## config.mk

```make
export PLATFORM = sky130hd
export DESIGN_NAME = arm_mem_responder
export DESIGN_NICKNAME = d
export VERILOG_FILES = /design/src/rtl/arm_mem_responder.sv
export SDC_FILE = /design/constraint.sdc
export NUM_CORES = 2
export LEC_CHECK = 0
export CAP_MARGIN = 20
export CORE_UTILIZATION = 55
export DETAILED_ROUTE_END_ITERATION = 8
export GPL_ROUTABILITY_DRIVEN = 1
export HOLD_SLACK_MARGIN = 0.15
export PLACE_DENSITY = 0.71
export SLEW_MARGIN = 0
export SYNTH_ARGS = -nofsm -noshare
export SYNTH_HDL_FRONTEND = slang
export SYNTH_SLANG_ARGS = --single-unit
```

## constraint.sdc

```tcl
create_clock -name clk -period 7.3 [get_ports clk]
set_input_delay 1.825 -clock clk [delete_from_list [all_inputs] [get_ports clk]]
set_output_delay 1.825 -clock clk [all_outputs]
set_load 0.02 [all_outputs]
```

## src/rtl/arm_mem_responder.sv

```systemverilog
// Memory-side responder for the single-cycle ArmCpu: instruction/data memories,
// one memory-mapped output register and a byte-stream program loader.
module arm_mem_responder #(
  parameter int unsigned IMEM_WORDS = 64,
  parameter int unsigned DMEM_WORDS = 64,
  parameter logic [31:0] IO_ADDR    = 32'h0000_0400
) (
  input  logic        clk,
  input  logic        reset,
  input  logic [31:0] pc,
  output logic [31:0] instr,
  input  logic [31:0] alu_result,
  input  logic [31:0] write_data,
  input  logic        mem_write,
  output logic [31:0] read_data,
  output logic        cpu_reset,
  input  logic        ld_start,
  input  logic        ld_valid,
  output logic        ld_ready,
  input  logic [7:0]  ld_byte,
  input  logic        ld_done,
  output logic        ld_overflow,
  output logic [31:0] io_out
);

  localparam int unsigned IA = $clog2(IMEM_WORDS);
  localparam int unsigned DA = $clog2(DMEM_WORDS);
  localparam int unsigned PW = IA + 1;
  localparam logic [PW-1:0] PTR_FULL   = PW'(IMEM_WORDS);
  localparam logic [31:0]   IMEM_BYTES = 32'(4 * IMEM_WORDS);
  localparam logic [31:0]   DMEM_BYTES = 32'(4 * DMEM_WORDS);

  typedef enum logic [1:0] {HOLD, LOAD, RUN} state_t;

  state_t        state, state_nx;
  logic [1:0]    cnt, cnt_nx;
  logic [PW-1:0] ptr, ptr_nx;
  logic [31:0]   asm_q, asm_nx, asm_ins, word;
  logic          ovf_nx, commit, im_we;

  logic [31:0] imem [IMEM_WORDS];
  logic [31:0] dmem [DMEM_WORDS];

  logic dm_we, io_we;

  always_comb begin
    state_nx = state;
    cnt_nx   = cnt;
    ptr_nx   = ptr;
    asm_nx   = asm_q;
    ovf_nx   = ld_overflow;
    commit   = 1'b0;
    im_we    = 1'b0;
    asm_ins  = asm_q;
    asm_ins[{cnt, 3'b000} +: 8] = ld_byte;
    word     = ld_valid ? asm_ins : asm_q;

    case (state)
      HOLD: state_nx = ld_start ? LOAD : RUN;
      RUN:  if (ld_start) state_nx = LOAD;
      LOAD: begin
        if (!ld_start) begin
          if (ld_valid) begin
            asm_nx = asm_ins;
            cnt_nx = cnt + 2'd1;
            commit = (cnt == 2'd3);
          end
          // A byte arriving with ld_done is folded into the flush; a word
          // completed on that same edge is still written only once.
          if (ld_done) begin
            state_nx = HOLD;
            if (cnt != 2'd0 || ld_valid) commit = 1'b1;
          end
          if (commit) begin
            cnt_nx = 2'd0;
            asm_nx = '0;
            if (ptr == PTR_FULL) begin
              ovf_nx = 1'b1;
            end else begin
              im_we  = 1'b1;
              ptr_nx = ptr + 1'b1;
            end
          end
        end
      end
      default: state_nx = HOLD;
    endcase

    if (ld_start && state != LOAD) state_nx = LOAD;
    if (ld_start) begin
      cnt_nx = 2'd0;
      ptr_nx = '0;
      asm_nx = '0;
      ovf_nx = 1'b0;
      im_we  = 1'b0;
    end
  end

  assign dm_we    = (state == RUN) && mem_write && (alu_result < DMEM_BYTES);
  assign io_we    = (state == RUN) && mem_write && (alu_result == IO_ADDR);
  assign ld_ready = (state == LOAD);

  always_ff @(posedge clk or posedge reset) begin
    if (reset) begin
      state       <= HOLD;
      cpu_reset   <= 1'b1;
      cnt         <= '0;
      ptr         <= '0;
      asm_q       <= '0;
      ld_overflow <= 1'b0;
      io_out      <= '0;
    end else begin
      state       <= state_nx;
      cpu_reset   <= (state_nx != RUN);
      cnt         <= cnt_nx;
      ptr         <= ptr_nx;
      asm_q       <= asm_nx;
      ld_overflow <= ovf_nx;
      if (io_we) io_out <= write_data;
    end
  end

  always_ff @(posedge clk) begin
    if (im_we) imem[ptr[IA-1:0]] <= word;
    if (dm_we) dmem[alu_result[DA+1:2]] <= write_data;
  end

  always_comb begin
    instr = '0;
    if (pc < IMEM_BYTES) instr = imem[pc[IA+1:2]];
  end

  always_comb begin
    read_data = '0;
    if (alu_result < DMEM_BYTES)   read_data = dmem[alu_result[DA+1:2]];
    else if (alu_result == IO_ADDR) read_data = io_out;
  end

endmodule
```

==> results.yml <==
run_status:
  status: "complete, but fails checks"
  violations: "setup timing"
drt:
  first_pass_iters: 6
  routedWlPerCell_um: 36.30
  first_iter_violations: 14330
  ant_nets: 0
  drc: 0
  vias: 87060
  drt_wl_total_um: 460500
  viasPerCell: 6.862
grt:
  grt_overflow_total: 0
  track_usage: 0.3119
  grt_pass1_vias: 85350
  grt_max_degree: 66
  antenna_found_initial: 20
  grt_pass1_wl_um: 641700
setup_path:
  r2r-start: "state[0]$_DFF_PP0_"
  rrSetupSlack_ns: 2.89
  cp.depth: 10
  max_stage_delay_ns: 0.72
  crit_arrival_ns: 5.59
  path_buf_inv: 5
  worstPathCellList: "buf_8, buf_12, nor2b_2, buf_4, buf_4, a22oi_1, o22ai_1, a22oi_1, a311oi_1, clkdlybuf4s50_1"
  cp_top_family: "buffers and inverters"
  cp.required_ns: 5.48
  cp-endpoint: "read_data[3]"
  start_kind: "input pin"
  path_class: "in -> out"
  cpMaxStageDelayCell: "clkdlybuf4s50_1"
  worstPathMaxFanout: 22
  reg2regPathDepth: 7
  r2r_end: "imem[3][0]$_DFFE_PP_"
  end_kind: "primary output"
  crit_path_start: "alu_result[4]"
yosys:
  synthXorXnorAreaFrac: 0.0002728
  synth.most_common_cell: "edfxtp_1"
  synth_mux_area_frac: 0.1442
  synth.top_cell.area_share: 0.7661
  synth_nets: 7722
  synth_area_leader_cell: "edfxtp_1"
  synth_top_family_by_area: "multiplexers"
  synth_edf_count: 4096
  yosys_warnings: 0
  synth-simple-area-share: 0.01773
  synth_area_leaders: "edfxtp_1 (77%), mux4_2 (11%), mux2i_1 (2.0%), dfrtp_1 (1.2%), mux2_2 (1.0%)"
  synthesis.area_mm2: 0.1606
  async_flop_share: 0.01845
  synth_compound_gate_area_share: 0.04377
  synthTopCellsByCount: "edfxtp_1 (4,096), mux4_2 (797), mux2i_1 (325)"
  syn_avg_cell_area_um2: 21.11
  ys_ff_latch: 4173
  synth_fa_ha_area_frac: 0.0005455
  ys_seq_area_frac: 0.7781
  yosysUniqueCellTypes: 77
  synthFlopType: "edfxtp_1"
  syn_inst: 7605
cts:
  numCtsBuffers: 409
  clk-insertion-delay-late_ns: 1.00
  cts_tree: "yes"
  clk_pin_slew_ns: 0.06
  clock_sinks: 4173
  cts_buffer_depth: 4
  htreeDepth: 5
  cts_hold_buf: 0
  cts_root_buffer: "clkbuf_16"
cells_and_area:
  regArea_mm2: 0.1249
  final_nets: 8548
  drive_above_1_share: 0.2772
  syn_to_final_growth_pct: 15.73
  postLayoutCellArea_mm2: 0.1858
  stdcell_count: 12690
  multi_input_area_mm2: 0.03424
  fillCellCount: 18780
power_and_ir_drop:
  p_per_area_mw_per_mm2: 265.7
  power_leakage_nw: 60.66
  ir_drop_mv: 0.2335
floorplanning:
  initial_utilization: 0.5525
  io_pins: 209
  die_area_mm2: 0.2941
  rows: 198
  die_w_um: 542.3
  fp.dieH_um: 542.3
  core_area_mm2: 0.2906
sta:
  finalSetupViolations: 4
  slew_headroom: 0.1938
  setup_ws_ns: -0.1128
  skew_ns: 0.07278
  hold_violations: 0
  slew_violations: 0
  min_period_over_period: 1.015
  rsz0062_at_grt: "true"
  whs_ns: 0.4870
  tightest_slew_ns: 1.206
  fmax_mhz: 134.9
  fin_crit_ns: 7.413
placement:
  dp_slack_ns: -0.2136
  hpwl_um: 267100
  place_inst: 11910
  place_congestion: 0.9671
  port-buffer-count: 206
  dpl_cell_area_mm2: 0.1725
min_path:
  hold_path_class: "reg -> reg"
flow_run:
  cap_violations: 0
## worst register-to-register path: stages, from the launching register on
cell,delay [ns]
dfrtp_1,0.86
nand2b_1,0.27
nor3_1,0.28
buf_4,0.20
nor4b_2,0.38
nand3_1,0.70
nor2_4,1.08
buf_4,0.35
## routing by layer
layer  up-vias  routed length (µm)  share of wire  track usage
li1      33720                   -              -            -
met4        10               19310          0.042       0.1125
met5         -                  56        0.00012    0.0004932
met3      1074               67620           0.15      0.09510
met2      6834              206600           0.45       0.4631
met1     45420              166900           0.36       0.4403
## how the worst min path moves through the flow
stage	start	to	slack [ns]	cells after the start
floorplan	asm_q[0]$_DFFE_PP0P_	asm_q[0]$_DFFE_PP0P_	0.45	2
global placement	asm_q[11]$_DFFE_PP0P_	asm_q[11]$_DFFE_PP0P_	0.46	2
detailed placement	asm_q[26]$_DFFE_PP0P_	asm_q[26]$_DFFE_PP0P_	0.47	2
CTS	asm_q[28]$_DFFE_PP0P_	asm_q[28]$_DFFE_PP0P_	0.49	2
global route	asm_q[3]$_DFFE_PP0P_	asm_q[3]$_DFFE_PP0P_	0.52	2
finish	asm_q[28]$_DFFE_PP0P_	asm_q[28]$_DFFE_PP0P_	0.49	2
## per-stage QoR
step | utilization | power, W | TNS, ns
after floorplan | - | 0.02783 | 0
final | 0.6394 | 0.04936 | -0.2620
after CTS | 0.6386 | 0.04935 | 0
after global routing | 0.6392 | 0.05036 | -0.01079
after global placement | 0.5935 | 0.02896 | -0.4866
after detailed placement | 0.5935 | 0.02901 | -0.2970
## cell usage in the layout (no fill, tap or decap), types with 103 or more instances in the layout
master           count
nand2_1            174
a21oi_1            171
nor2_4             131
nor2_1             127
clkinv_1           103
clkdlybuf4s50_1    145
buf_12             128
mux2_2             146
o21ai_0            162
a22oi_1            198
clkbuf_16          413
mux4_2             797
a221oi_1           161
edfxtp_1          4096
buf_4              554
mux2i_1            325
## cell type report
| cell class | count | area share |
|---|---|---|
| Tap cell | 3900 | 0.02626 |
| Clock inverter | 256 | 0.01316 |
| Inverter | 39 | 0.0008215 |
| Multi-Input combinational cell | 2942 | 0.1843 |
| Antenna cell | 18 | 0.0002424 |
| Sequential cell | 4173 | 0.6724 |
| Timing Repair Buffer | 866 | 0.04552 |
| Clock buffer | 493 | 0.05735 |
## cell families after synthesis
| kind of cell | count (synthesis) |
|---|---|
| flops | 4173 |
| mux | 1295 |
| compound gates | 1005 |
| simple gates | 630 |
| buf+inv | 490 |
| fa+ha+maj | 7 |
| xor+xnor | 5 |
## repair_timing
item                       in CTS  in global routing
pin swaps                       1                  1
resized for setup               3                  2
setup buffers                   0                  4
setup endpoints to repair       3                  2
## power breakdown
group,switching [W],total (W),leakage [nW],internal [W]
Combinational,0.00154,0.00238,15.2,0.000835
Sequential,0.00000924,0.0262,39.0,0.0262
Clock,0.00909,0.0208,6.42,0.0117
## registers in the layout (all words and copies together) (netlist names)
register     count
cnt              2
dmem          2048
asm_q           32
ld_overflow      1
ptr              7
io_out          32
cpu_reset        1
state            2
imem          2048
(Power assumes the default switching activity.)
